<file path="src/rtl/car_sensor_cond.sv">
// Synchronizes and debounces the country-road loop sensor, queues vehicles and drains them on country green.
// Arrival reaches queue DB_CYCLES+1 edges after sensor_raw is sampled; no backpressure, overflow is sticky at saturation.
module car_sensor_cond #(
    parameter int DB_CYCLES    = 4,
    parameter int CNT_W        = 4,
    parameter int DRAIN_CYCLES = 2
) (
    input  logic             slowclk,
    input  logic             clr,
    input  logic             sensor_raw,
    input  logic [1:0]       cntry,
    output logic             X,
    output logic [CNT_W-1:0] queue,
    output logic             overflow
);
    localparam int               DRN_W    = (DRAIN_CYCLES > 1) ? $clog2(DRAIN_CYCLES) : 1;
    localparam logic [3:0]       DB_LAST  = 4'(DB_CYCLES - 1);
    localparam logic [DRN_W-1:0] DRN_LAST = DRN_W'(DRAIN_CYCLES - 1);
    localparam logic [CNT_W-1:0] Q_MAX    = '1;
    localparam logic [1:0]       GREEN    = 2'd2;

    typedef enum logic [1:0] {ABSENT, RISE_CHK, PRESENT, FALL_CHK} db_state_t;

    db_state_t        state;
    logic             s1;
    logic             s2;
    logic [3:0]       db_cnt;
    logic [DRN_W-1:0] drn_cnt;
    logic             arrival;
    logic             draining;
    logic             departure;

    // Events are combinational so the queue moves on the very edge the FSM/drain counter fires.
    assign arrival   = (state == RISE_CHK) && s2 && (db_cnt == DB_LAST);
    assign draining  = (cntry == GREEN) && (queue != '0);
    assign departure = draining && (drn_cnt == DRN_LAST);
    assign X         = (queue != '0);

    always_ff @(posedge slowclk) begin
        if (clr) begin
            s1       <= 1'b0;
            s2       <= 1'b0;
            state    <= ABSENT;
            db_cnt   <= '0;
            drn_cnt  <= '0;
            queue    <= '0;
            overflow <= 1'b0;
        end else begin
            s1 <= sensor_raw;
            s2 <= s1;

            case (state)
                ABSENT: begin
                    if (s2) begin
                        state  <= RISE_CHK;
                        db_cnt <= 4'd1;
                    end
                end
                RISE_CHK: begin
                    if (!s2) begin
                        state  <= ABSENT;
                        db_cnt <= '0;
                    end else if (db_cnt == DB_LAST) begin
                        state  <= PRESENT;
                        db_cnt <= '0;
                    end else begin
                        db_cnt <= db_cnt + 4'd1;
                    end
                end
                PRESENT: begin
                    if (!s2) begin
                        state  <= FALL_CHK;
                        db_cnt <= 4'd1;
                    end
                end
                FALL_CHK: begin
                    if (s2) begin
                        state  <= PRESENT;
                        db_cnt <= '0;
                    end else if (db_cnt == DB_LAST) begin
                        state  <= ABSENT;
                        db_cnt <= '0;
                    end else begin
                        db_cnt <= db_cnt + 4'd1;
                    end
                end
                default: begin
                    state  <= ABSENT;
                    db_cnt <= '0;
                end
            endcase

            if (draining) begin
                drn_cnt <= departure ? '0 : drn_cnt + DRN_W'(1);
            end else begin
                drn_cnt <= '0;
            end

            // Coincident arrival and departure cancel, leaving queue and overflow untouched.
            if (arrival && !departure) begin
                if (queue == Q_MAX) begin
                    overflow <= 1'b1;
                end else begin
                    queue <= queue + CNT_W'(1);
                end
            end else if (departure && !arrival) begin
                queue <= queue - CNT_W'(1);
            end
        end
    end
endmodule
</file>
<file path="config.mk">
export PLATFORM = sky130hd
export DESIGN_NAME = car_sensor_cond
export DESIGN_NICKNAME = d
export VERILOG_FILES = /design/src/rtl/car_sensor_cond.sv
export SDC_FILE = /design/constraint.sdc
export NUM_CORES = 1
export LEC_CHECK = 0
export BUFFER_PORTS_ARGS = -buffer_cell sky130_fd_sc_hd__clkbuf_2
export CAP_MARGIN = 20
export CORE_AREA = 2 2 39 41
export CTS_CLUSTER_DIAMETER = 40
export CTS_CLUSTER_SIZE = 40
export DETAILED_ROUTE_END_ITERATION = 12
export DIE_AREA = 0 0 41 43
export HOLD_SLACK_MARGIN = 0.03
export PLACE_DENSITY = 0.76
export SYNTH_ARGS = -nofsm -noshare
export SYNTH_HDL_FRONTEND = slang
export SYNTH_SLANG_ARGS = --single-unit
</file>
<file path="constraint.sdc">
create_clock -name slowclk -period 6.3 [get_ports slowclk]
set_input_delay 0.315 -clock slowclk [delete_from_list [all_inputs] [get_ports slowclk]]
set_output_delay 0.315 -clock slowclk [all_outputs]
set_load 0.005 [all_outputs]
</file>
# After elaboration in Yosys (flattened, before gate mapping)

Index checks and enable logic that the tools add are counted.

Register bits: 14
Input bits: 5
Word-level logic and storage cells: 55

$add $sub $neg: 4
Eq/ne operators: 11
Multiplexer cells: 16
Bitwise logic cells: 1
Reduce and logical (&&, ||, !) cells: 16

Operator list:

| operator                                                            | number |
|---|---|
| 4-bit 2-to-1 mux                                                    | 8 |
| 4-bit one-hot mux with 4 select lines                               | 1 |
| 2-bit 2-to-1 mux                                                    | 6 |
| 4-bit by 1-bit adder with 4-bit output (second input constant)      | 2 |
| 2-bit one-hot mux with 4 select lines                               | 1 |
| 2-bit == test (second input constant)                               | 3 |
| 1-bit logical AND                                                   | 6 |
| 2-bit != test (second input constant)                               | 3 |
| 2-bit AND reduction                                                 | 3 |
| 4-bit by 2-bit == test with 1-bit output (second input constant)    | 1 |
| 4-bit == test (second input constant)                               | 1 |
| 4-bit AND reduction                                                 | 1 |
| 4-bit nonzero test                                                  | 1 |
| 4-bit by 1-bit subtractor with 4-bit output (second input constant) | 1 |
| 3-bit by 2-bit != test with 1-bit output (second input constant)    | 1 |
| 3-bit != test (second input constant)                               | 1 |
| 3-bit OR reduction                                                  | 1 |
| 2-bit by 1-bit == test with 1-bit output (second input constant)    | 1 |
| 1-bit logical NOT                                                   | 2 |
| 2-bit logical NOT                                                   | 1 |
| 2-bit nonzero test                                                  | 1 |
| 1-bit adder (second input constant)                                 | 1 |
| 1-bit inverter                                                      | 1 |

# Depth between registers and ports, before layout

Gate-level depths: netlist (run 1).

Depth in word-level cells: 7
Gate-level depth with buffers: 11

# Least setup slack after synthesis (run 1)

No wires, ideal clock.

Kind: register to register
Start point: register db_cnt[0]
End point: register queue[3]
Setup time: 121 ps
Arrival time: 2323 ps
Data required time: 6179 ps
Setup slack: 3856 ps
Cell stages (with the launch flop): 12
Period minus slack after synthesis: 2444 ps
Cell sequence: dfxtp_1 > ha_1 > nor3b_1 > and3_1 > and2_4 > inv_1 > ha_1 > a21oi_1 > nand2_1 > nor3_1 > a31oi_2 > mux2_4

Cells in the longest elaborated chain, start to end: 6

RTL lines:

| item                                       | line | RTL |
|---|---|---|
| start: declaration                         | 27   | `logic [3:0] db_cnt;` |
| start signal: assignment                   | 67   | `db_cnt <= db_cnt + 4'd1;` |
| start signal: assignment                   | 84   | `db_cnt <= db_cnt + 4'd1;` |
| 4-bit by 2-bit == test with 1-bit output * | 34   | `assign arrival = (state == RISE_CHK) && s2 && (db_cnt == DB_LAST);` |
| 1-bit logical AND *                        | 34   |  |
| 1-bit logical NOT                          | 106  | `end else if (departure && !arrival) begin` |
| 1-bit logical AND                          | 106  |  |
| 2-bit nonzero test (no source line)        | n/a  |  |
| 2-bit AND reduction (no source line)       | n/a  |  |
| end signal: assignment                     | 104  | `queue <= queue + CNT_W'(1);` |
| end signal: assignment                     | 107  | `queue <= queue - CNT_W'(1);` |
| end: declaration                           | 13   | `output logic [CNT_W-1:0] queue,` |

Every way passes the cells marked *; elsewhere a longest branch is shown, timed or not.
A chain may end at the register's enable or synchronous reset.

# Worst setup path in the final report (run 1)

Ends and elaborated chain as after synthesis.

==> impl_results.md, run 1 <==
* Cell Count, Final, Fillers Out at 102
* Sequential-to-total area share from yosys stat at 0.3937
* Root cell of the clock tree: clkbuf_4
* Mapped Cells at 73
* Crit-path cells: ha_1, nor3b_1, and3_1, and2_4, inv_1, ha_1, a21oi_1, nand2_1, nor3_1, a31oi_2, mux2_4
* Fmax at 0.3718 GHz
* P&R area growth vs syn at 14.41%
* Int Pwr at 0.0001274 W
* Least-Margin Pin Slew at around 420 ps
* Placed Cells incl. Taps at 98
* Post-Route Setup TNS at 0 ps
* CTS H-tree lvls at 1
* Worst hold-check path type: in -> reg
* EDFF count, synth at 0
* Syn_area_per_cell at 9.753 sq um
* Sw frac at 0.2141
* Critical path data arrival time at 2870 ps
* Total grt overflow at 0
* I/O Buffers at 10
* Layout cells sized above 1 at 0.2442
* Logic pwr share at 0.037
* Main synth FF type: dfxtp_1
* Final hold violation count at 0
* Worst VDD drop at between 150 and 200 uV
* Die height at 43 um
* Seq pwr share at 0.557
* Placed Area at 778.2 sq um
* Remaining antenna violation count at 0
* CP max stage delay at 380 ps
* CTS Buf Count at 3
* Share of flip-flops with an asynchronous set or reset at 0
* Yosys top cell area share at 0.3937
* Total Routed Length at 1221 um
* Initial antenna violation count at 0
* CP max FO at 4
* CTS tree: done
* Num rows at 14
* Post-route minimum period at 2690 ps
* Hpwl dp at between 800 and 900 um
* Design Power at 0.0001621 W
* CTS Sinks at 14
* GRT Overall Usage at 0.1834
* Nature of the critical path endpoint: flip-flop
* Largest net degree at the start of global routing at 16
* RePlAce Congestion at 0.7985
* Outcome: finished clean
* Critical Path RT at ~6500 ps
* Core ar. at 1384 sq um
* Drt pass-1 iters at 3
* Routed vias/inst at 5.373
* Initial Util at 0.5145
* IO Count at 11
* Worst setup SP type: flip-flop
* Final instance area at 814.5 sq um
* Clock network power share at 0.406
* Leak at 0.4029 nW
* Pins Over Slew Limit at 0
* Commonest non-fill, non-tap cell in the layout: dfxtp_1
* Psw at 0.00003471 W
* Relative slew slack at 0.7192
* Worst Setup Path Type: reg -> reg
* Synthesized area at between 700 and 800 sq um
* Post-route DRC at 0
* DIE WIDTH at 41 um
* Final #Nets at 96
* CP bufs+invs at 1
* Clk buf depth at 2
* Syn_nets at 82
* Synth cell types at 31
* Wire per inst at 11.97 um
* Top cell type by total area after synthesis: dfxtp_1
* CP max-delay cell: dfxtp_1
* Synth top area cells: dfxtp_1, ha_1, nor2_1
* DRT iter0 DRCs at 3
* # resized after CTS at 0
* Cts hold-fix bufs at 0
* Yosys reg bits at 14
* Final Cycle Share at 0.4270
* Reg clk slew, reported paths at 80 ps
* First-pass GRT wire length at 2166 um
* Number of global-route vias before repair at 524
* RSZ-0062 raised after global routing: false
* Worst skew pair latency at roughly 290 ps
* Postcts setup bufs at 0
* Worst Skew at 1.645 ps
* Final setup vio count at 0
* PwrDens at between 150 and 200 nW/um^2
* Crit path max-delay family: simple AND/OR/NAND/NOR gates
* Die footprint at about 1800 sq um
* Max_cap viols at 0
* Commonest cells after routing, fill and taps aside: dfxtp_1, nor2_1, clkbuf_2, a21oi_1, nor2b_1
* Most common cell on crit path: ha_1
* Via Count at 548
* Synth Warn # at 0
* Antenna Cells at 0
area by class of cell:
class / instances / area [sq um]
tap: 16 / 20.02
clock buffer: 4 / 36.28
timing repair buffer: 10 / 50.05
sequential: 14 / 280.3
multi-input combinational: 57 / 424.2
fill: 131 / 569.3
inverter: 1 / 3.754
power groups by stage:
stage / logic [W] / registers, W / clock network [W]
after CTS: 0.00000601 / 0.0000904 / 0.0000669
final: 0.00000593 / 0.0000904 / 0.0000658
after floorplan: 0.00000353 / 0.0000923 / 0
after global routing: 0.00000656 / 0.0000906 / 0.0000710
after global placement: 0.00000576 / 0.0000924 / 0
after detailed placement: 0.00000591 / 0.0000925 / 0
per-layer routing:
metal / wire, um / part of all wire / GRT usage / up-vias
li1: - / - / - / 289
met1: 576 / 0.47 / 0.2450 / 248
met2: 587 / 0.48 / 0.2688 / 9
met3: 45 / 0.037 / 0.04712 / 2
met4: 10 / 0.0082 / 0.08000 / 0
met5: 0 / 0 / 0 / -
cells by family (layout without fill, tap and decap cells):
kind of cell | Yosys count | after routing | share of synthesized area
simple gates | 36 | 36 | 0.3129
flops | 14 | 14 | 0.3937
compound gates | 9 | 9 | 0.08084
mux | 5 | 5 | 0.08436
fa+ha+maj | 4 | 4 | 0.08085
xor+xnor | 3 | 3 | 0.03691
buf+inv | 2 | 15 | 0.01053
final timing paths:
| check | from | depth (start not counted) | slack, ps | endpoint |
|---|---|---|---|---|
| worst max-delay path | db_cnt[0]$_SDFFE_PP0P_ | 11 | 3610 | queue[3]$_SDFFE_PP0P_ |
| worst max register to register | db_cnt[0]$_SDFFE_PP0P_ | 11 | 3610 | queue[3]$_SDFFE_PP0P_ |
| worst min register to register | s1$_SDFF_PP0_ | 1 | 450 | s2$_SDFF_PP0_ |
| worst min-delay path | sensor_raw | 2 | 250 | s1$_SDFF_PP0_ |
Yosys cell counts, drive strengths merged, types with 2 or more instances:
library cell	n
nand4b	2
ha	3
dfxtp	14
xor2	3
nor2	10
nor2b	4
nand3	2
nand4	2
and2	2
a21oi	5
mux2	2
mux2i	3
nor3	3
nand2	3
flip-flops by register name, summed over array words and instances (netlist names), named ones only:
signal / flops
s1: 1
state: 1
db_cnt: 4
overflow: 1
s2: 1
drn_cnt: 1
queue: 4
through the flow:
step           setup slack, ps  hold slack, ps  utilization
5_1_grt                   3370           226.9       0.5886
2_1_floorplan             3856           386.6            -
4_1_cts                   3612           230.8       0.5886
3_3_place_gp              3736           424.1       0.5624
3_5_place_dp              3633           427.1       0.5624
6_report                  3610           245.6       0.5886
Power figures use the tool's default switching activity.
==> inputs of run 2 (changes only) <==
- CORE_AREA: 2 2 39 41 -> unset
- CORE_MARGIN: unset -> 2
- CORE_UTILIZATION: unset -> 47
- DIE_AREA: 0 0 41 43 -> unset
- PLACE_DENSITY: 0.76 -> 0.71
- clock period: 6.3 -> 2.4 ns (I/O delays scaled with it)
==> run 2 against run 1 <==
Combinational power grew to 2.9 times the previous value. Clock skew is 3.3 ps higher. Total power grew to 2.6 times the previous value. Sequential share of layout area is 3.6 points lower. Via count is 7.7% higher. Routed wire length is 1.1% higher. Die area is 4.5% higher. Design area is 13% higher. Critical path type unchanged. Largest cell class unchanged.
==> impl_results.md, run 2 (same netlist as run 1, synthesis figures left out) <==
* Outcome: finished clean
* Die height at 42.92 um
* Crit-path cells: or4_4, nand4b_4, and2_4, inv_2, ha_4, nand3_1, nand2_2, nor3_2, a31oi_2, mux2_4
* Post-Route Setup TNS at 0 ps
* Critical path data arrival time at 2460 ps
* Initial Util at 0.4897
* Total Routed Length at between 1000 and 1500 um
* Cts hold-fix bufs at 0
* Post-route minimum period at 2291 ps
* Die footprint at 1842 sq um
* DRT iter0 DRCs at 5
* DIE WIDTH at approximately 43 um
* Drt pass-1 iters at 4
* Largest net degree at the start of global routing at 16
* Worst setup SP type: flip-flop
* Core ar. at 1454 sq um
* Commonest cells after routing, fill and taps aside: dfxtp_1, nor2_1, clkbuf_2, buf_4
* Root cell of the clock tree: clkbuf_4
* Worst Setup Slack, final at 108.6 ps
* CP max stage delay at roughly 560 ps
* Fmax at between 0.4 and 0.5 GHz
* RSZ-0062 raised after global routing: false
* IO Count at 11
* Least-Margin Pin Slew at 320.7 ps
* Register area at 282.8 sq um
* Final #Nets at 104
* Relative slew slack at 0.7854
* Commonest non-fill, non-tap cell in the layout: dfxtp_1
* PwrDens at 461.2 nW/um^2
* RePlAce Congestion at 0.7879
* # resized after CTS at 2
* Post-route DRC at 0
* I/O Buffers at 10
* Total grt overflow at 0
* Placed Area at 848.3 sq um
* Largest regs: db_cnt: 4 flops, queue: 4 flops
* P&R area growth vs syn at 28.82%
* CTS tree: done
* Worst hold-check path type: in -> reg
* Worst skew pair latency at 280 ps
* Number of global-route vias before repair at 525
* Final Cycle Share at 0.9548
* GRT Overall Usage at 0.1537
* Layout cells sized above 1 at 0.4043
* Filler instances at roughly 130
* Pre-CTS setup slack at -6.194 ps
* CP bufs+invs at 1
* Fin Hold WS at between 50 and 60 ps
* Final hold violation count at 0
* Leak at approximately 0.45 nW
* Pins Over Slew Limit at 0
* Critical Path RT at roughly 2600 ps
* Nature of the critical path endpoint: flip-flop
* Worst Skew at 4.926 ps
* CTS H-tree lvls at 1
* Max_cap viols at 0
* Worst Setup Path Type: reg -> reg
* Remaining antenna violation count at 0
* Reg clk slew, reported paths at ~90 ps
* CP max-delay cell: or4_4
* Hpwl dp at 979.8 um
* Final setup vio count at 0
* Clk buf depth at 2
* CP max FO at 3
* Area of the multi-input gates at 464.2 sq um
* Initial antenna violation count at 0
* Wire per inst at 11.23 um
* Final instance area at 917.1 sq um
* First-pass GRT wire length at 2104 um
* Routed vias/inst at around 5.4
* Antenna Cells at 0
* Design Power at 0.0004229 W
* Worst VDD drop at 365.9 uV
* Num rows at 14
* Via Count at about 600
* Postcts setup bufs at 0
* Crit path max-delay family: simple AND/OR/NAND/NOR gates
* CTS Buf Count at 3
* CTS Sinks at 14
run 2: worst paths after layout:
kind	start	end	slack [ps]	depth (start not counted)
setup / recovery	queue[3]$_SDFFE_PP0P_	queue[3]$_SDFFE_PP0P_	110	10
hold / removal	sensor_raw	s1$_SDFF_PP0_	50	2
setup reg to reg	queue[3]$_SDFFE_PP0P_	queue[3]$_SDFFE_PP0P_	110	10
hold reg to reg	s1$_SDFF_PP0_	s2$_SDFF_PP0_	460	1
run 2: where the power goes:
| part | switching, W | internal [W] |
|---|---|---|
| clock network | 0.0000763 | 0.0000923 |
| registers | 0.00000198 | 0.000235 |
| logic | 0.00000913 | 0.00000804 |
run 2: layout make-up:
cell class                      instances  share of cell area
Multi-Input combinational cell         57              0.5061
Clock buffer                            4             0.03956
Sequential cell                        14              0.3083
Tap cell                               16             0.02183
Timing Repair Buffer                   18              0.1201
Inverter                                1            0.004093
run 2: metal layers:
layer  share of wire  global-route usage  wire (um)  vias to the layer above
li1                -                   -          -                      306
met1            0.47              0.1830        586                      274
met2            0.48              0.2636        598                        8
met3           0.031             0.02553         38                        2
met4          0.0089             0.07500         11                        0
met5               0                   0          0                        -
run 2: through the flow:
step,instances,util
2_1_floorplan,73,-
3_3_place_gp,106,0.5835
3_5_place_dp,106,0.5835
4_1_cts,110,0.6205
5_1_grt,110,0.6308
6_report,110,0.6308
